**src/rtl/selection_store_bank.sv**
```systemverilog
// selection_store_bank
//
// Receives framed serial words from the switch-sending side and stores each
// word in one of DEPTH slots picked by the queue selector. A display trigger
// copies the selected slot onto display_number. All asynchronous inputs are
// resampled into the 50 MHz domain before use.
//
// Optional feature macro: SEL_STORE_PARITY_EN
//   defined   : each frame carries a trailing even-parity bit (FRAME_LEN = WIDTH+1)
//   undefined : no parity logic, FRAME_LEN = WIDTH
//
// Ports:
//   fifty_MHz_int_clock      in   sole clock, rising edge
//   reset                    in   synchronous, active-high
//   ten_MHz_synch_input      in   sender sample clock (async), data valid at its rise
//   data_ctrl_input          in   frame flag (async), high for the whole frame
//   serial_input             in   serial data (async), MSB first
//   queue [ADDR_W]           in   slot selector for write and display
//   saftey_switch            in   1 = writes inhibited (checked at commit)
//   displaying_trigger_input in   async, rising edge requests a display load
//   display_number [WIDTH]   out  contents of the last displayed slot
//   slot_written [DEPTH]     out  bit i set once slot i has been written
//   write_done               out  1-cycle pulse, word committed
//   write_rejected           out  1-cycle pulse, complete frame discarded
//   frame_error              out  1-cycle pulse, short or overlong frame

module selection_store_bank #(
    parameter int WIDTH  = 12,
    parameter int DEPTH  = 8,
    parameter int ADDR_W = 3
) (
    input  logic              fifty_MHz_int_clock,
    input  logic              reset,
    input  logic              ten_MHz_synch_input,
    input  logic              data_ctrl_input,
    input  logic              serial_input,
    input  logic [ADDR_W-1:0] queue,
    input  logic              saftey_switch,
    input  logic              displaying_trigger_input,
    output logic [WIDTH-1:0]  display_number,
    output logic [DEPTH-1:0]  slot_written,
    output logic              write_done,
    output logic              write_rejected,
    output logic              frame_error
);

`ifdef SEL_STORE_PARITY_EN
    localparam int FRAME_LEN = WIDTH + 1;
`else
    localparam int FRAME_LEN = WIDTH;
`endif
    localparam int CNT_W = $clog2(FRAME_LEN + 1);

    typedef enum logic [1:0] {
        ST_IDLE   = 2'd0,
        ST_SHIFT  = 2'd1,
        ST_COMMIT = 2'd2,
        ST_TAIL   = 2'd3
    } state_t;

    // ------------------------------------------------------------------
    // Synchronisers. The sample clock and trigger get a third stage for
    // rising-edge detection; data and ctrl stop at two stages so they are
    // read coherently with the detected sample-clock edge.
    // ------------------------------------------------------------------
    logic sclk_s1_q, sclk_s2_q, sclk_s3_q;
    logic ctrl_s1_q, ctrl_s2_q;
    logic data_s1_q, data_s2_q;
    logic trig_s1_q, trig_s2_q, trig_s3_q;

    always_ff @(posedge fifty_MHz_int_clock) begin
        if (reset) begin
            sclk_s1_q <= 1'b0;
            sclk_s2_q <= 1'b0;
            sclk_s3_q <= 1'b0;
            ctrl_s1_q <= 1'b0;
            ctrl_s2_q <= 1'b0;
            data_s1_q <= 1'b0;
            data_s2_q <= 1'b0;
            trig_s1_q <= 1'b0;
            trig_s2_q <= 1'b0;
            trig_s3_q <= 1'b0;
        end else begin
            sclk_s1_q <= ten_MHz_synch_input;
            sclk_s2_q <= sclk_s1_q;
            sclk_s3_q <= sclk_s2_q;
            ctrl_s1_q <= data_ctrl_input;
            ctrl_s2_q <= ctrl_s1_q;
            data_s1_q <= serial_input;
            data_s2_q <= data_s1_q;
            trig_s1_q <= displaying_trigger_input;
            trig_s2_q <= trig_s1_q;
            trig_s3_q <= trig_s2_q;
        end
    end

    logic sample_evt;
    assign sample_evt = sclk_s2_q & ~sclk_s3_q;

    // ------------------------------------------------------------------
    // State
    // ------------------------------------------------------------------
    state_t                 state_q, state_d;
    logic [CNT_W-1:0]       count_q, count_d;
    logic [FRAME_LEN-1:0]   shift_q, shift_d;
    logic [ADDR_W-1:0]      target_q, target_d;
    logic                   tail_err_q, tail_err_d;
    logic                   disp_req_q, disp_req_d;
    logic [WIDTH-1:0]       display_q, display_d;
    logic [DEPTH-1:0]       written_q, written_d;
    logic [WIDTH-1:0]       mem_q [DEPTH];
    logic [WIDTH-1:0]       mem_d [DEPTH];
    logic                   write_done_q, write_done_d;
    logic                   write_rejected_q, write_rejected_d;
    logic                   frame_error_q, frame_error_d;
    logic                   mem_we;

    // Frame payload and parity check
    logic [WIDTH-1:0] frame_word;
    logic             parity_ok;
`ifdef SEL_STORE_PARITY_EN
    assign frame_word = shift_q[FRAME_LEN-1:1];
    // Even parity: data bits plus the trailing parity bit XOR to zero.
    assign parity_ok  = ~(^shift_q);
`else
    assign frame_word = shift_q;
    assign parity_ok  = 1'b1;
`endif

    // Selectors may exceed DEPTH when DEPTH is not a power of two.
    logic target_ok, queue_ok;
    assign target_ok = int'(target_q) < DEPTH;
    assign queue_ok  = int'(queue) < DEPTH;

    // ------------------------------------------------------------------
    // Frame receiver FSM
    // ------------------------------------------------------------------
    always_comb begin
        state_d          = state_q;
        count_d          = count_q;
        shift_d          = shift_q;
        target_d         = target_q;
        tail_err_d       = tail_err_q;
        written_d        = written_q;
        mem_we           = 1'b0;
        write_done_d     = 1'b0;
        write_rejected_d = 1'b0;
        frame_error_d    = 1'b0;

        case (state_q)
            ST_IDLE: begin
                if (sample_evt && ctrl_s2_q) begin
                    shift_d  = {shift_q[FRAME_LEN-2:0], data_s2_q};
                    target_d = queue;
                    count_d  = CNT_W'(1);
                    state_d  = ST_SHIFT;
                end
            end
            ST_SHIFT: begin
                if (sample_evt) begin
                    if (ctrl_s2_q) begin
                        shift_d = {shift_q[FRAME_LEN-2:0], data_s2_q};
                        count_d = count_q + CNT_W'(1);
                        if (count_q == CNT_W'(FRAME_LEN - 1)) begin
                            state_d = ST_COMMIT;
                        end
                    end else begin
                        // ctrl dropped before the frame was complete
                        frame_error_d = 1'b1;
                        count_d       = '0;
                        state_d       = ST_IDLE;
                    end
                end
            end
            ST_COMMIT: begin
                if (saftey_switch || !target_ok || !parity_ok) begin
                    write_rejected_d = 1'b1;
                end else begin
                    mem_we              = 1'b1;
                    written_d[target_q] = 1'b1;
                    write_done_d        = 1'b1;
                end
                count_d    = '0;
                tail_err_d = 1'b0;
                state_d    = ST_TAIL;
            end
            ST_TAIL: begin
                if (sample_evt) begin
                    if (ctrl_s2_q) begin
                        // Extra bits are dropped; flag overlong once per frame.
                        if (!tail_err_q) begin
                            frame_error_d = 1'b1;
                            tail_err_d    = 1'b1;
                        end
                    end else begin
                        state_d = ST_IDLE;
                    end
                end
            end
            default: begin
                state_d = ST_IDLE;
            end
        endcase
    end

    // ------------------------------------------------------------------
    // Slot memory
    // ------------------------------------------------------------------
    always_comb begin
        mem_d = mem_q;
        if (mem_we) begin
            mem_d[target_q] = frame_word;
        end
    end

    // ------------------------------------------------------------------
    // Display path. The edge is registered once, then the slot is read.
    // mem_q is the pre-write value, so a same-cycle commit is not visible.
    // ------------------------------------------------------------------
    always_comb begin
        disp_req_d = trig_s2_q & ~trig_s3_q;
        display_d  = display_q;
        if (disp_req_q) begin
            display_d = queue_ok ? mem_q[queue] : '0;
        end
    end

    // ------------------------------------------------------------------
    // Registers
    // ------------------------------------------------------------------
    always_ff @(posedge fifty_MHz_int_clock) begin
        if (reset) begin
            state_q          <= ST_IDLE;
            count_q          <= '0;
            shift_q          <= '0;
            target_q         <= '0;
            tail_err_q       <= 1'b0;
            disp_req_q       <= 1'b0;
            display_q        <= '0;
            written_q        <= '0;
            write_done_q     <= 1'b0;
            write_rejected_q <= 1'b0;
            frame_error_q    <= 1'b0;
            for (int i = 0; i < DEPTH; i++) begin
                mem_q[i] <= '0;
            end
        end else begin
            state_q          <= state_d;
            count_q          <= count_d;
            shift_q          <= shift_d;
            target_q         <= target_d;
            tail_err_q       <= tail_err_d;
            disp_req_q       <= disp_req_d;
            display_q        <= display_d;
            written_q        <= written_d;
            write_done_q     <= write_done_d;
            write_rejected_q <= write_rejected_d;
            frame_error_q    <= frame_error_d;
            for (int i = 0; i < DEPTH; i++) begin
                mem_q[i] <= mem_d[i];
            end
        end
    end

    assign display_number = display_q;
    assign slot_written   = written_q;
    assign write_done     = write_done_q;
    assign write_rejected = write_rejected_q;
    assign frame_error    = frame_error_q;

endmodule

```
**config.mk**
```make
export PLATFORM = sky130hd
export DESIGN_NAME = selection_store_bank
export DESIGN_NICKNAME = d
export VERILOG_FILES = /design/src/rtl/selection_store_bank.sv
export SDC_FILE = /design/constraint.sdc
export NUM_CORES = 1
export LEC_CHECK = 0
export CAP_MARGIN = 10
export CORE_MARGIN = 2
export CORE_UTILIZATION = 45
export DETAILED_ROUTE_END_ITERATION = 7
export GPL_TIMING_DRIVEN = 0
export SKIP_LAST_GASP = 1
export SLEW_MARGIN = 30
export SYNTH_ARGS = -nofsm -noshare
export SYNTH_HDL_FRONTEND = slang
export SYNTH_SLANG_ARGS = --single-unit
```
**constraint.sdc**
```tcl
create_clock -name fifty_MHz_int_clock -period 3.7 [get_ports fifty_MHz_int_clock]
set_input_delay 0.74 -clock fifty_MHz_int_clock [delete_from_list [all_inputs] [get_ports fifty_MHz_int_clock]]
set_output_delay 0.74 -clock fifty_MHz_int_clock [all_outputs]
set_load 0.005 [all_outputs]
```
==> results by group <==
Clock network
  • CTS Hold Bufs: 0
  • CTS tree: yes
  • H-tree Lvls: 4
  • CTS buffer count: 17
  • CTS clk-pin slew, worst paths: roughly 0.060 ns
  • CTS-repair resized insts: 0
  • Clk buf depth: 2
  • Post-CTS Setup Bufs: 0
  • CTS root buf: clkbuf_16
  • Clk sink count: approximately 150
  • Worst-skew pair later-pin latency: roughly 0.42 ns

Detailed routing
  • DRC violations left: 0
  • Post-Route WL: 15.5 mm
  • Via count: approximately 4700
  • Routed WL per cell: roughly 18 um
  • ANT nets after route: 0
  • DRT Pass-1 Iters: 5
  • 1st-iter DRT viols: 326
  • Vias per cell: about 5.4

Synthesis
  • Syn nets: 652
  • Number of flops mapped to enable cells by yosys: 0
  • Synth Cell Area: roughly 6200 um2
  • Share of the yosys chip area belonging to registers: 0.491
  • Synth warnings: 0
  • Yosys reg bits: roughly 150
  • Synth cell types: 36
  • Cells after synthesis: 636
  • Top FF cell, synth: dfxtp_1
  • Mean Syn Cell Area: between 9 and 10 um2
  • Synth async-reset ratio: 0

Cells and area
  • Layout fillers: approximately 1200
  • Syn-to-layout area delta: 18.0%
  • Fin nets: 700
  • Antenna Cells: 0
  • Layout cells sized above 1: 0.126

Die
  • CORE AREA: around 13000 um2
  • Die X: 121 um
  • Initial core utilization: 0.464
  • Top-level port count: 33
  • Die Span Y: about 120 um
  • Die area: roughly 15000 um2
  • Num rows: between 40 and 50

Worst setup path
  • Worst setup SP type: input port
  • Crit path cell chain: clkdlybuf4s50_1 > nand3b_4 > nor3_1 > buf_2 > nand2_1 > a21oi_1
  • WS Path Type: in2reg
  • Slowest cell on crit path: clkdlybuf4s50_1
  • CP Capture Type: flop
  • Crit path largest cell delay: approximately 0.5 ns
  • Crit-path max FO: 10
  • Crit path max-delay family: buffers and inverters
  • Critical Path RT: a little over 4 ns
  • Worst Path Arrival: approximately 2.6 ns
  • Critical Path Stages: 6
  • R2R cell count: 7
  • Worst Path Buf+Inv: 2

Global route
  • GR peak layer: met2
  • Largest net degree at the start of global routing: 17
  • GRT Overall Usage: 0.225
  • Vias in the first global route: ~4500
  • Met1 usage: 0.306
  • Grt ovf: 0
  • Met3 global-route usage: 0.0526
  • First-pass GRT wire length: 24.7 mm
  • M2 GR Usage: 0.354
  • Initial antenna violation count: 0

Pwr
  • Power Dens Cells: slightly below 500 nW/um2
  • VDD IR max: between 0.3 and 0.4 mV
  • Total power draw: 0.00355 W
  • P_leak: 2.72 nW

Flow run
  • Maxcap violations: 0

Timing
  • Final hold slack: about 0.39 ns
  • Slew headroom: 0.483
  • Tmin final: between 2 and 2.5 ns
  • Sum Neg Setup Slack: 0 ns
  • Max Fclk: approximately 440 MHz
  • Final worst path period share: 0.610
  • RSZ-0062 raised after global routing: no
  • Slew @ Worst Pin: slightly below 0.8 ns
  • Final setup viols: 0
  • Setup Skew: ~0.005 ns
  • Final Hold Fails: 0
  • Final Slew Violations: 0

Placement
  • DP Wirelength: between 10 and 15 mm
  • Input/output buffers: 29
  • Final GP Congestion: 0.846

Worst hold path
  • Worst min-delay path category: reg2reg
  • Min-Delay Path Depth: 1

Status
  • Status: completed
==> layout by cell type (no fill, tap or decap), types with 5 or more instances in the layout <==
cell type        Yosys  routed
a21oi_1             45      45
buf_2               18      18
clkbuf_1            32      32
clkbuf_16            0      17
clkdlybuf4s50_1      0      29
clkinv_2             0       5
clkinvlp_4           0       5
dfxtp_1            152     152
ha_1                 6       6
inv_1                7       7
mux2i_1             72      72
mux4_2              24      24
nand2_1             74      74
nand3_1              7       7
nor2_1             107     107
nor2b_1             12      12
nor3_1              18      18
o21ai_0             15      15
o22ai_1             14      14
==> final timing paths <==
check | from | to | slack (ns)
max | saftey_switch | mem_q[70] | 1.44
max reg2reg | state_q[0] | mem_q[70] | 1.52
min reg2reg | trig_s3_q | disp_req_q | 0.39
min | trig_s3_q | disp_req_q | 0.39
==> cells in the mapped netlist, drive strengths merged (2+ instances only) <==
| cell | count | area (um2) |
|---|---|---|
| dfxtp | 152 | 3040 |
| clkbuf | 32 | 120 |
| buf | 25 | 166 |
| nand4 | 2 | 12.5 |
| inv | 7 | 26.3 |
| nand2 | 74 | 278 |
| and3 | 2 | 12.5 |
| nor2 | 107 | 402 |
| nor2b | 12 | 75.1 |
| nor3 | 18 | 90.1 |
| ha | 6 | 75.1 |
| nand3 | 7 | 35.0 |
| nand2b | 3 | 18.8 |
| o21ai | 15 | 75.1 |
| a21oi | 45 | 225 |
| mux4 | 24 | 541 |
| o22ai | 14 | 87.6 |
| nor3b | 4 | 57.6 |
| mux2i | 72 | 721 |
| nand3b | 5 | 57.6 |
| a31oi | 2 | 12.5 |
==> logic make-up (layout without fill, tap and decap cells) <==
family | count (synthesis) | after routing | share of synthesized area
AOI/OAI and AO/OA | 81 | 81 | 0.0714
buffers and inverters | 64 | 125 | 0.0505
DFF | 152 | 152 | 0.491
adders and majority gates | 6 | 6 | 0.0121
and+or+nand+nor | 236 | 236 | 0.170
muxes | 97 | 97 | 0.205
==> flip-flops by register name (all words and copies together), names as in the netlist, 3 cells and up, named ones only <==
signal / cells
display_number: 12
frame_word: 12
mem_q: 96
count_q: 4
target_q: 3
slot_written: 8
==> layer usage <==
layer	vias up	routed length, um
li1	2271	-
met1	2272	7270
met2	125	7260
met3	20	773
met4	0	241
met5	-	0
==> power by group <==
part	internal [W]	leakage, nW	switching, W
Clock	0.00109	0.287	0.000676
Sequential	0.00165	1.23	0.00000715
Combinational	0.0000484	1.21	0.0000870
Total	0.00279	2.72	0.000770
==> final cells by class <==
class | instances | area [um2] | share of cell area
timing repair buffer | 29 | 290 | 0.0397
tap | 176 | 220 | 0.0301
multi-input combinational | 420 | 2840 | 0.389
clock buffer | 19 | 453 | 0.0619
clock inverter | 13 | 153 | 0.0209
sequential | 152 | 3040 | 0.416
buffer | 57 | 287 | 0.0392
inverter | 7 | 26.3 | 0.00359
==> metrics by stage <==
step	cell area, um2	utilization	std cells	worst slack (ns)
floorplan	6200	-	636	1.69
global placement	6710	0.503	841	1.07
detailed placement	6710	0.503	841	1.02
CTS	7320	0.548	873	1.45
global route	7320	0.548	873	1.32
finish	7320	0.548	873	1.44
(Power assumes the default switching activity.)
